===== config.mk =====
export PLATFORM = sky130hd
export DESIGN_NAME = npu_mem_arbiter
export DESIGN_NICKNAME = d
export VERILOG_FILES = /design/src/rtl/npu_mem_arbiter_pkg.sv /design/src/rtl/npu_mem_arbiter.sv
export SDC_FILE = /design/constraint.sdc
export NUM_CORES = 1
export LEC_CHECK = 0
export ABC_AREA = 0
export BUFFER_PORTS_ARGS = -buffer_cell sky130_fd_sc_hd__buf_4
export CAP_MARGIN = 30
export CELL_PAD_IN_SITES_DETAIL_PLACEMENT = 0
export CELL_PAD_IN_SITES_GLOBAL_PLACEMENT = 1
export CORE_AREA = 2 2 121 123
export CTS_CLUSTER_SIZE = 28
export DETAILED_ROUTE_END_ITERATION = 7
export DIE_AREA = 0 0 123 125
export PLACE_DENSITY_LB_ADDON = 0.1
export SYNTH_ARGS = -nofsm -noshare
export SYNTH_HDL_FRONTEND = slang
export SYNTH_SLANG_ARGS = --single-unit

===== constraint.sdc =====
create_clock -name clk -period 2.45 [get_ports clk]
set_input_delay 0.1225 -clock clk [delete_from_list [all_inputs] [get_ports clk]]
set_output_delay 0.1225 -clock clk [all_outputs]
set_load 0.1 [all_outputs]

===== src/rtl/npu_mem_arbiter_pkg.sv =====
// Shared definitions for the CPU/NPU data-memory port arbiter.
// Holds the state encoding, default widths and the NOP data value.
package npu_mem_arbiter_pkg;

    typedef enum logic {
        ARB_IDLE  = 1'b0,
        ARB_BURST = 1'b1
    } arb_state_t;

    localparam int unsigned DEF_ADDR_W     = 32;
    localparam int unsigned DEF_DATA_W     = 32;
    localparam int unsigned DEF_LEN_W      = 8;
    localparam int unsigned DEF_STARVE_LIM = 16;

    localparam int unsigned NOP_DATA = 0;

endpackage


===== src/rtl/npu_mem_arbiter.sv =====
// Arbitrates the single data-memory port between the CPU MEM stage and the NPU.
// CPU wins by default; the NPU gets counted exclusive bursts with a starvation bound.
module npu_mem_arbiter
    import npu_mem_arbiter_pkg::*;
#(
    parameter int unsigned ADDR_W     = DEF_ADDR_W,
    parameter int unsigned DATA_W     = DEF_DATA_W,
    parameter int unsigned LEN_W      = DEF_LEN_W,
    parameter int unsigned STARVE_LIM = DEF_STARVE_LIM
) (
    input  logic              clk,
    input  logic              rst,
    input  logic              cpu_rd,
    input  logic              cpu_wr,
    input  logic [ADDR_W-1:0] cpu_addr,
    input  logic [DATA_W-1:0] cpu_wd,
    output logic [DATA_W-1:0] cpu_rdata,
    output logic              cpu_stall,
    input  logic              npu_req,
    input  logic [LEN_W-1:0]  npu_len,
    input  logic              npu_rd,
    input  logic              npu_wr,
    input  logic [ADDR_W-1:0] npu_addr,
    input  logic [DATA_W-1:0] npu_wd,
    output logic              npu_gnt,
    output logic [DATA_W-1:0] npu_rdata,
    output logic              npu_done,
    output logic              mem_rd,
    output logic              mem_wr,
    output logic [ADDR_W-1:0] mem_addr,
    output logic [DATA_W-1:0] mem_wd,
    input  logic [DATA_W-1:0] mem_rdata
);

    localparam int unsigned SW = $clog2(STARVE_LIM + 1);

    arb_state_t       state;
    logic [LEN_W-1:0] beat_cnt;
    logic [LEN_W-1:0] len_q;
    logic [SW-1:0]    starve_cnt;

    logic cpu_act;
    logic npu_beat;
    logic go_burst;
    logic last_beat;
    logic in_burst;
    logic sel_rd;
    logic sel_wr;

    assign cpu_act   = cpu_rd | cpu_wr;
    assign npu_beat  = npu_rd | npu_wr;
    assign in_burst  = (state == ARB_BURST);
    assign go_burst  = npu_req && (!cpu_act || (32'(starve_cnt) >= STARVE_LIM - 1));
    // A dropped request on the would-be final beat is an abort, not a completion.
    assign last_beat = npu_req && npu_beat && (beat_cnt == len_q - LEN_W'(1));

    always_ff @(posedge clk or negedge rst) begin
        if (!rst) begin
            state      <= ARB_IDLE;
            beat_cnt   <= '0;
            len_q      <= '0;
            starve_cnt <= '0;
        end else begin
            case (state)
                ARB_IDLE: begin
                    if (!npu_req) begin
                        starve_cnt <= '0;
                    end else if (go_burst) begin
                        state      <= ARB_BURST;
                        len_q      <= (npu_len == '0) ? LEN_W'(1) : npu_len;
                        beat_cnt   <= '0;
                        starve_cnt <= '0;
                    end else if (starve_cnt != '1) begin
                        starve_cnt <= starve_cnt + SW'(1);
                    end
                end
                ARB_BURST: begin
                    if (!npu_req) begin
                        state <= ARB_IDLE;
                    end else if (npu_beat) begin
                        beat_cnt <= beat_cnt + LEN_W'(1);
                        if (last_beat) state <= ARB_IDLE;
                    end
                end
                default: state <= ARB_IDLE;
            endcase
        end
    end

    always_comb begin
        sel_rd    = cpu_rd;
        sel_wr    = cpu_wr;
        mem_addr  = cpu_addr;
        mem_wd    = cpu_wd;
        cpu_rdata = mem_rdata;
        npu_rdata = DATA_W'(NOP_DATA);
        cpu_stall = 1'b0;
        if (in_burst) begin
            sel_rd    = npu_rd;
            sel_wr    = npu_wr;
            mem_addr  = npu_addr;
            mem_wd    = npu_wd;
            cpu_rdata = DATA_W'(NOP_DATA);
            npu_rdata = mem_rdata;
            cpu_stall = cpu_act;
        end
        // Enables are gated by the reset pin so memory stays quiet while it is held.
        mem_wr = rst && sel_wr;
        mem_rd = rst && sel_rd && !sel_wr;
    end

    assign npu_gnt  = in_burst;
    assign npu_done = in_burst && last_beat;

endmodule


==> flow_summary_export.csv, run 1 <==
group,metric,value,unit
route,route.detailed.drc,0,
cells_and_area,regArea,554.3,um^2
pwr,p_switching,1.735,mW
critical_path,r2r-end,"len_q[0]$_DFFE_PN0P_",
pwr,power_density,583.7,mW/mm^2
global_route,grtUsageTotal,0.1549,
clock_tree,cts-root-buf,"clkbuf_16",
pwr,switching_share,0.5736,
min_path,worstHoldStart,"npu_len[1]",
critical_path,endpoint_kind,"output pin",
synth,netlist_top_cells_area,"mux2_2 (31%), dfrtp_1 (22%), and2_1 (8.1%)",
die,core,0.01420,mm^2
clock_tree,clk_pin_slew,0.06,ns
critical_path,worst_ep_required_time,2.33,ns
place,port_buffers,307,
critical_path,timing.rr.start,"starve_cnt[0]$_DFFE_PN0P_",
sta,finalSetupViolations,0,
critical_path,critical_path_buf_inv_count,2,
global_route,grt_pass1_wl,17.95,mm
route,dr_total_vias,3148,
synth,yosys_warnings,0,
synth,synth_edf_count,0,
sta,hold_viol_final,0,
sta,finalCriticalPeriod,2.261,ns
cells_and_area,final_nets,761,
die,die_w,123,um
critical_path,slowest_delay,0.44,ns
cells_and_area,area_growth,102.5,%
route,vias_per_cell,4.120,
critical_path,arrival,2.14,ns
pwr,power,3.025,mW
cells_and_area,n_antenna_cell,0,
sta,skew,0.002734,ns
cells_and_area,nFillCells,1472,
critical_path,cp-start-kind,"flop",
sta,rsz0062_at_grt,"no",
sta,tightest_slew,0.5390,ns
synth,synth.top_cell.area_share,0.3081,
route,dr.pass1.iters,5,
run,max_cap_viol_count,0,
synth,netlist.top_cell.by_area,"mux2_2",
synth,synth-main-ff-cell,"dfrtp_1",
outcome,outcome,"finished clean",
die,dieArea,0.01538,mm^2
die,die_h,125,um
clock_tree,clkLatencyLatePin,0.26,ns
place,gp_congestion,0.8157,
synth,netlist_area,0.002559,mm^2
pwr,peakVddDrop,0.2397,mV
clock_tree,cts_buffer_depth,2,
critical_path,crit_family,"flip-flops",
synth,synth-seq-cells,22,
die,num_io_pins,308,
place,dp_hpwl,11.48,mm
sta,holdWs,0.1078,ns
clock_tree,clkSinkCount,22,
sta,fmax,442.4,MHz
sta,setup_ws,0.1894,ns
sta,fin_crit_sh,0.9227,
synth,avgSynthCellArea,9.041,um^2
route,ant_nets,0,
critical_path,cp_slowest_cell,"dfrtp_1",
clock_tree,cts_tree,"built",
place,preCtsSetupSlack,0.2932,ns
synth,synth_cell_type_count,42,
critical_path,crit_fanout,6,
min_path,holdPathStages,3,
critical_path,crit_chain,"inv_1 -> ha_1 -> nor3b_1 -> xnor2_1 -> nand4_1 -> a211oi_4 -> buf_4",
pwr,power.leakage,2.596,nW
route,drt_iter0_drc,58,
route,wl,13.33,mm
min_path,min_to,"len_q[1]$_DFFE_PN0P_",
clock_tree,cts_setup_buffers,0,
global_route,grt_pass1_vias,2953,
die,std_cell_rows,44,
die,start_util,0.1801,
sta,slew_violations,0,
critical_path,reg2reg_slack,0.28,ns
pwr,seqPwrFrac,0.166,
route,wl_per_cell,17.44,um
pwr,intPower,1.290,mW
clock_tree,cts_resized,0,
synth,synth.net_count,463,
cells_and_area,drive_above_1_share,0.6983,
critical_path,r2r.worst_path.cells,8,
synth,synth_async_sr_flop_share,1.000,
clock_tree,cts_buffers,3,
global_route,grt-ovfl-total,0,
global_route,antenna_found_initial,0,
min_path,hp-class,"in2reg",
clock_tree,htree_levels,1,
pwr,clockPowerShare,0.127,
critical_path,critPathKind,"reg2out",
pwr,comb_power_share,0.707,
cells_and_area,multi_input_area,0.001929,mm^2
synth,synth_cells,283,
global_route,grt_max_degree,81,
sta,slew_headroom,0.6407,
synth,synth_seq_area_share,0.2152,
[synth_stat cells (3+ instances only)]
| master | number |
|---|---|
| nor2_1 | 11 |
| and2_1 | 33 |
| inv_1 | 8 |
| ha_1 | 5 |
| clkbuf_1 | 7 |
| buf_1 | 7 |
| nor2b_1 | 33 |
| nand3_1 | 7 |
| nand2b_1 | 3 |
| nand2_1 | 6 |
| dfrtp_1 | 22 |
| a21oi_1 | 4 |
| xnor2_1 | 6 |
| xor2_1 | 10 |
| and3_1 | 5 |
| nor3_1 | 5 |
| mux2_2 | 70 |
| o21ai_0 | 8 |
[what timing repair did]
item | 4_1_cts | 5_1_grt
hold buffers | 1 | 0
setup endpoints to repair | 0 | 0
endpoints found under the hold margin | 22 | 0
[kinds of logic (layout without fill, tap and decap cells)]
logic type,Yosys count,in the layout,share of synthesized area
AND/OR/NAND/NOR,120,120,0.2802
multiplexers,72,72,0.3159
buffers and inverters,26,323,0.04597
AO/OA/AOI/OAI,22,22,0.06358
flip-flops,22,22,0.2152
XOR/XNOR,16,16,0.05477
adder cells (fa/ha/maj),5,5,0.02445
[layer usage]
metal  vias up  track usage  share of wire
met2       103       0.3084           0.56
met4         0      0.01939         0.0060
met1      1464       0.1636           0.35
met5         -            0              0
li1       1575            -              -
met3         6      0.03923          0.085
[power groups by stage]
stage	combinational (mW)	clock, mW	sequential (mW)
after floorplan	1.60	0	0.495
after global placement	2.15	0	0.511
after detailed placement	2.15	0	0.509
after CTS	2.16	0.401	0.503
after global routing	2.22	0.413	0.515
final	2.14	0.384	0.502
[worst reg2reg max path: stages (launching register included)]
cell and delay, ns:
dfrtp_1 0.43, ha_1 0.25, and3_1 0.21, ha_1 0.19, nor2_2 0.15, nand3_1 0.13
and3_1 0.35, buf_4 0.23, o21ai_0 0.14
[worst max-delay path by stage]
stage | cells after the start | end | slack, ns | from
floorplan | 3 | cpu_rdata[10] | -0.05 | npu_gnt$_DFF_PN0_
global placement | 8 | len_q[0]$_DFFE_PN0P_ | 0.31 | starve_cnt[0]$_DFFE_PN0P_
detailed placement | 7 | len_q[6]$_DFFE_PN0P_ | 0.29 | starve_cnt[0]$_DFFE_PN0P_
CTS | 7 | npu_done | 0.14 | len_q[0]$_DFFE_PN0P_
global route | 7 | npu_done | 0.01 | len_q[0]$_DFFE_PN0P_
finish | 7 | npu_done | 0.19 | len_q[0]$_DFFE_PN0P_
[placed cells by master, fill, tap and decap left out, drive strengths merged]
cell type | netlist | final
and3 | 7 | 7
nand4 | 3 | 3
a31oi | 1 | 1
and2 | 33 | 33
o22ai | 2 | 2
ha | 5 | 5
a211oi | 1 | 1
nand3 | 8 | 8
dfrtp | 22 | 22
or3 | 2 | 2
nor4 | 2 | 2
and4b | 1 | 1
or2 | 1 | 1
nand2 | 6 | 6
or4 | 1 | 1
nand2b | 3 | 3
nor2 | 12 | 12
a41oi | 3 | 3
nand3b | 1 | 1
nor3 | 5 | 5
mux2i | 2 | 2
a21oi | 4 | 4
xnor2 | 6 | 6
o21ai | 8 | 8
o211a | 1 | 1
mux2 | 70 | 70
a21boi | 1 | 1
nor2b | 33 | 33
inv | 8 | 8
a22o | 1 | 1
nor3b | 2 | 2
clkbuf | 8 | 4
dlygate4sd3 | 0 | 1
buf | 10 | 310
xor2 | 10 | 10
[area by class of cell]
| type | instances | share of cell area |
|---|---|---|
| repair buffers | 311 | 0.4534 |
| multi-input cells | 235 | 0.3723 |
| flip-flops and latches | 22 | 0.1070 |
| well taps | 184 | 0.04442 |
| clock buffers | 4 | 0.01714 |
| inverters | 8 | 0.005794 |
[through the flow]
stage / utilization / setup TNS (ns) / cells / area, um^2
after floorplan: - / -0.8719 / 283 / 2601
after global placement: 0.3579 / 0 / 759 / 5084
after detailed placement: 0.3579 / 0 / 759 / 5084
after CTS: 0.3649 / 0 / 764 / 5182
after global routing: 0.3649 / 0 / 764 / 5182
final: 0.3649 / 0 / 764 / 5182
[flip-flops by register name, summed over array words and instances (netlist names)]
| signal | flops |
|---|---|
| beat_cnt | 8 |
| starve_cnt | 5 |
| npu_gnt | 1 |
| len_q | 8 |
No activity file was read; power rests on OpenSTA's default activity.
==> run 2, diff against run 1 <==
--- a/config.mk
+++ b/config.mk
@@ -15,6 +15,7 @@
 export DETAILED_ROUTE_END_ITERATION = 7
 export DIE_AREA = 0 0 123 125
 export PLACE_DENSITY_LB_ADDON = 0.1
+export REMOVE_ABC_BUFFERS = 1
 export SYNTH_ARGS = -nofsm -noshare
 export SYNTH_HDL_FRONTEND = slang
 export SYNTH_SLANG_ARGS = --single-unit
==> run 2 against run 1 <==
- core utilization shrank 0.19 points
- die area is the same
- cell count grew 0.39%
- critical path type unchanged
- largest power group unchanged
==> flow_summary_export.csv, run 2 (synthesis results as in run 1) <==
group,metric,value,unit
die,std_cell_rows,44,
sta,finalSetupViolations,0,
critical_path,worst_ep_required_time,2.33,ns
global_route,use_met3,0.1318,
pwr,peakVddDrop,0.2674,mV
clock_tree,clkLatencyLatePin,0.25,ns
min_path,worstHoldStart,"npu_len[1]",
cells_and_area,final_nets,761,
route,vias_per_cell,4.207,
outcome,outcome,"finished clean",
global_route,grt_pass1_vias,3291,
clock_tree,clk_pin_slew,0.06,ns
sta,setup_ws,0.1737,ns
critical_path,crit_path_start,"len_q[0]$_DFFE_PN0P_",
die,start_util,0.1801,
critical_path,r2r.worst_path.cells,7,
sta,holdWs,0.09065,ns
global_route,grt_max_degree,83,
critical_path,endpoint_kind,"output pin",
route,wl_per_cell,21.30,um
route,route.detailed.drc,0,
cells_and_area,layout_common_cells,"buf_4 (308), mux2_2 (70), nor2b_1 (33), and2_1 (33), dfrtp_1 (21)",
die,dieArea,0.01538,mm^2
clock_tree,cts_buffers,3,
sta,rsz0062_at_grt,"no",
critical_path,r2r-end,"len_q[2]$_DFFE_PN0P_",
sta,tightest_slew,0.5238,ns
global_route,grtUsageTotal,0.2005,
clock_tree,htree_levels,1,
global_route,antenna_found_initial,7,
place,dp_hpwl,14.54,mm
sta,finalCriticalPeriod,2.276,ns
place,gp_congestion,0.7991,
min_path,hp-class,"in2reg",
clock_tree,clkSinkCount,22,
critical_path,crit_fanout,6,
pwr,power_density,591.7,mW/mm^2
sta,skew,0.001210,ns
cells_and_area,nFillCells,1509,
global_route,grt_pass1_wl,22.20,mm
run,max_cap_viol_count,0,
critical_path,cp-start-kind,"flop",
route,ant_nets,0,
sta,fmax,439.3,MHz
clock_tree,cts_buffer_depth,2,
place,preCtsSetupSlack,0.2397,ns
critical_path,critPathKind,"reg2out",
die,die_h,125,um
sta,fin_crit_sh,0.9291,
sta,slew_headroom,0.6475,
global_route,grt_busiest_layer,"met2",
pwr,power.leakage,2.584,nW
die,core,0.01420,mm^2
route,dr_total_vias,3227,
die,die_w,123,um
sta,hold_viol_final,0,
route,wl,16.34,mm
clock_tree,cts-root-buf,"clkbuf_16",
sta,slew_violations,0,
cells_and_area,multi_input_area,0.001891,mm^2
clock_tree,cts_tree,"built",
clock_tree,cts_setup_buffers,0,
critical_path,endpoint,"npu_done",
critical_path,timing.rr.start,"starve_cnt[0]$_DFFE_PN0P_",
global_route,grtUsageMet1,0.2555,
place,port_buffers,307,
cells_and_area,reg_top3,"beat_cnt: 8 flops, len_q: 8 flops, starve_cnt: 5 flops",
die,num_io_pins,308,
cells_and_area,drive_above_1_share,0.6776,
route,drt_iter0_drc,124,
route,dr.pass1.iters,4,
global_route,use_met2,0.2948,
cells_and_area,final_common_cell,"buf_4",
cells_and_area,regArea,554.3,um^2
critical_path,arrival,2.15,ns
cells_and_area,area_growth,101.5,%
critical_path,reg2reg_slack,0.26,ns
global_route,grt-ovfl-total,0,
[run 2: cell types whose count changed in the layout (fill, tap and decap cells not counted), sizes merged]
cell / delta
diode: +3
[run 2: power by group]
| part | switching, mW | internal, mW | total, mW |
|---|---|---|---|
| Clock | 0.126 | 0.249 | 0.375 |
| Sequential | 0.0869 | 0.422 | 0.509 |
| Combinational | 1.55 | 0.616 | 2.17 |
[run 2: layer usage]
metal	vias up	part of all wire
li1	1581	-
met1	1446	0.42
met2	178	0.41
met3	14	0.16
met4	8	0.0042
met5	-	0.0037
[run 2: worst min-delay path by stage]
stage | end | cells after the start
floorplan | beat_cnt[0]$_DFFE_PN0P_ | 0
global placement | len_q[6]$_DFFE_PN0P_ | 1
detailed placement | len_q[6]$_DFFE_PN0P_ | 1
CTS | len_q[1]$_DFFE_PN0P_ | 3
global route | len_q[1]$_DFFE_PN0P_ | 3
finish | len_q[1]$_DFFE_PN0P_ | 3
[run 2: worst max-delay path: stages, from the launching register on]
cell and delay [ns]:
dfrtp_1 0.44, inv_1 0.10, ha_1 0.28, nor3b_1 0.28, xnor2_1 0.16, nand4_1 0.12
a211oi_2 0.25, buf_6 0.27
[run 2: final cells by class]
cell class,count,area share
Antenna cell,3,0.001456
Clock buffer,4,0.01723
Inverter,8,0.005825
Multi-Input combinational cell,235,0.3667
Sequential cell,22,0.1075
Tap cell,184,0.04466
Timing Repair Buffer,311,0.4566
[run 2: metrics by stage]
| step | utilization | power [mW] | instances | TNS [ns] | instance area, um^2 |
|---|---|---|---|---|---|
| 5_1_grt | 0.3624 | 3.175 | 764 | 0 | 5147 |
| 4_1_cts | 0.3621 | 3.079 | 764 | 0 | 5144 |
| 2_1_floorplan | - | 2.080 | 265 | -295.81 | 2471 |
| 3_3_place_gp | 0.3552 | 2.684 | 759 | 0 | 5045 |
| 6_report | 0.3629 | 3.050 | 767 | 0 | 5155 |
| 3_5_place_dp | 0.3552 | 2.690 | 759 | 0 | 5045 |
[run 2: what timing repair did]
item | 4_1_cts | 5_1_grt
gates resized for setup | 0 | 1
hold buffers | 1 | 0
hold endpoints to repair | 22 | 0
endpoints found under the setup margin | 0 | 1
==> run 3, diff against run 2 <==
==> constraint.sdc (replaced) <==
create_clock -name clk -period 2.45 [get_ports clk]
set_input_delay 0.1225 -clock clk [delete_from_list [all_inputs] [get_ports clk]]
set_output_delay 0.1225 -clock clk [all_outputs]
set_load 0.01 [all_outputs]
==> run 3 against run 2 <==
- final area hardly changed
- register-to-register slack worse by 0.10 ns
- total power shrank 36%
- setup slack got worse by 0.015 ns
- sequential share of layout area hardly changed
- highest routed layer unchanged
==> flow_summary_export.csv, run 3 (synthesis results as in run 1) <==
group,metric,value,unit
outcome,outcome,"finished clean",
critical_path,r2r.worst_path.cells,7,
critical_path,r2r-end,"len_q[6]$_DFFE_PN0P_",
critical_path,crit_chain,"ha_1 -> and3_1 -> ha_1 -> nor2_2 -> nand3_1 -> and3_1 -> mux2_2",
die,start_util,0.1801,
critical_path,worst_ep_required_time,2.59,ns
route,vias_per_cell,4.234,
sta,fin_crit_sh,0.9351,
die,dieArea,0.01538,mm^2
global_route,grtUsageTotal,0.2016,
cells_and_area,final_cells,769,
cells_and_area,final_common_cell,"buf_4",
min_path,min_to,"len_q[1]$_DFFE_PN0P_",
sta,fmax,436.5,MHz
die,std_cell_rows,44,
sta,finalCriticalPeriod,2.291,ns
critical_path,critical_path_buf_inv_count,0,
sta,slew_violations,0,
sta,tightest_slew,0.5989,ns
critical_path,critPathKind,"reg2reg",
place,dp_cells,758,
min_path,worstHoldStart,"npu_len[1]",
clock_tree,ctsHoldBuffers,1,
min_path,hp-class,"in2reg",
place,port_buffers,307,
critical_path,crit_fanout,13,
route,dr.pass1.iters,4,
clock_tree,cts_tree,"built",
critical_path,reg2reg_slack,0.16,ns
clock_tree,cts_buffers,3,
global_route,grt-ovfl-total,0,
place,gp_congestion,0.8111,
global_route,grt_max_degree,136,
route,ant_nets,0,
die,die_w,123,um
pwr,power.leakage,2.578,nW
cells_and_area,regArea,554.3,um^2
die,core,0.01420,mm^2
clock_tree,cts-root-buf,"clkbuf_16",
critical_path,cp_slowest_cell,"and3_1",
die,num_io_pins,308,
critical_path,crit_family,"simple AND/OR/NAND/NOR gates",
route,wl,16.43,mm
sta,finalSetupViolations,0,
sta,rsz0062_at_grt,"no",
pwr,peakVddDrop,0.2568,mV
clock_tree,cts_resized,0,
cells_and_area,area_growth,101.3,%
cells_and_area,drive_above_1_share,0.6770,
global_route,antenna_found_initial,11,
route,dr_total_vias,3256,
global_route,grt_pass1_wl,22.24,mm
critical_path,timing.rr.start,"starve_cnt[0]$_DFFE_PN0P_",
critical_path,arrival,2.43,ns
cells_and_area,final_nets,760,
cells_and_area,reg_top3,"beat_cnt: 8 flops, len_q: 8 flops, starve_cnt: 5 flops",
pwr,power,1.946,mW
clock_tree,clkLatencyLatePin,0.25,ns
clock_tree,cts_setup_buffers,0,
sta,skew,0.001311,ns
place,dp_hpwl,14.42,mm
route,route.detailed.drc,0,
critical_path,cp-start-kind,"flop",
run,max_cap_viol_count,0,
clock_tree,cts_buffer_depth,2,
clock_tree,clkSinkCount,22,
route,wl_per_cell,21.36,um
die,die_h,125,um
critical_path,slowest_delay,0.52,ns
sta,hold_viol_final,0,
global_route,grt_pass1_vias,3232,
cells_and_area,layout_common_cells,"buf_4 (308), mux2_2 (70), nor2b_1 (33), and2_1 (33), dfrtp_1 (21)",
cells_and_area,multi_input_area,0.001891,mm^2
sta,slew_headroom,0.6007,
clock_tree,clk_pin_slew,0.06,ns
pwr,power_density,377.8,mW/mm^2
clock_tree,htree_levels,1,
route,drt_iter0_drc,119,
min_path,holdPathStages,3,
critical_path,endpoint_kind,"flop",
cells_and_area,nFillCells,1509,
run 3: worst register-to-register path, cell delays in order, from the launching register on:
cell and delay [ns]:
dfrtp_1 0.43, ha_1 0.23, and3_1 0.23, ha_1 0.18
nor2_2 0.05, nand3_1 0.12, and3_1 0.52, mux2_2 0.41
run 3: area by class of cell:
cell class | count | share of cell area
repair buffers | 310 | 0.4547
clock buffers | 4 | 0.01725
flip-flops and latches | 22 | 0.1076
multi-input cells | 235 | 0.3670
diodes | 6 | 0.002915
inverters | 8 | 0.005829
well taps | 184 | 0.04469
run 3: worst max path at each step:
stage	from	end	cells past startpoint	slack, ns
after CTS	starve_cnt[0]$_DFFE_PN0P_	len_q[6]$_DFFE_PN0P_	7	0.13
after detailed placement	starve_cnt[0]$_DFFE_PN0P_	len_q[6]$_DFFE_PN0P_	7	0.15
after global routing	starve_cnt[0]$_DFFE_PN0P_	len_q[6]$_DFFE_PN0P_	7	0.01
after global placement	starve_cnt[0]$_DFFE_PN0P_	len_q[6]$_DFFE_PN0P_	7	0.27
final	starve_cnt[0]$_DFFE_PN0P_	len_q[6]$_DFFE_PN0P_	7	0.16
after floorplan	npu_gnt$_DFF_PN0_	beat_cnt[7]$_DFFE_PN0P_	5	-1.50
run 3: through the flow:
stage / cell area (um^2) / util / setup slack [ns] / setup TNS (ns) / hold slack (ns)
finish: 5151 / 0.3627 / 0.1590 / 0 / 0.08863
global route: 5136 / 0.3616 / 0.01176 / 0 / 0.1071
CTS: 5136 / 0.3616 / 0.1309 / 0 / 0.09446
detailed placement: 5037 / 0.3547 / 0.1500 / 0 / 0.04851
global placement: 5037 / 0.3547 / 0.2661 / 0 / 0.04078
floorplan: 2471 / - / -1.504 / -115.02 / -0.1731
run 3: power breakdown:
group,total (mW),internal [mW],switching [mW]
Clock,0.390,0.250,0.140
Combinational,1.05,0.606,0.444
Sequential,0.507,0.422,0.0856
Total,1.95,1.28,0.669
run 3: routing by layer:
layer	vias to the layer above	track usage	part of all wire
met3	18	0.1446	0.18
met1	1455	0.2515	0.41
li1	1588	-	-
met5	-	0	0.0024
met2	189	0.2879	0.40
met4	6	0.02874	0.013
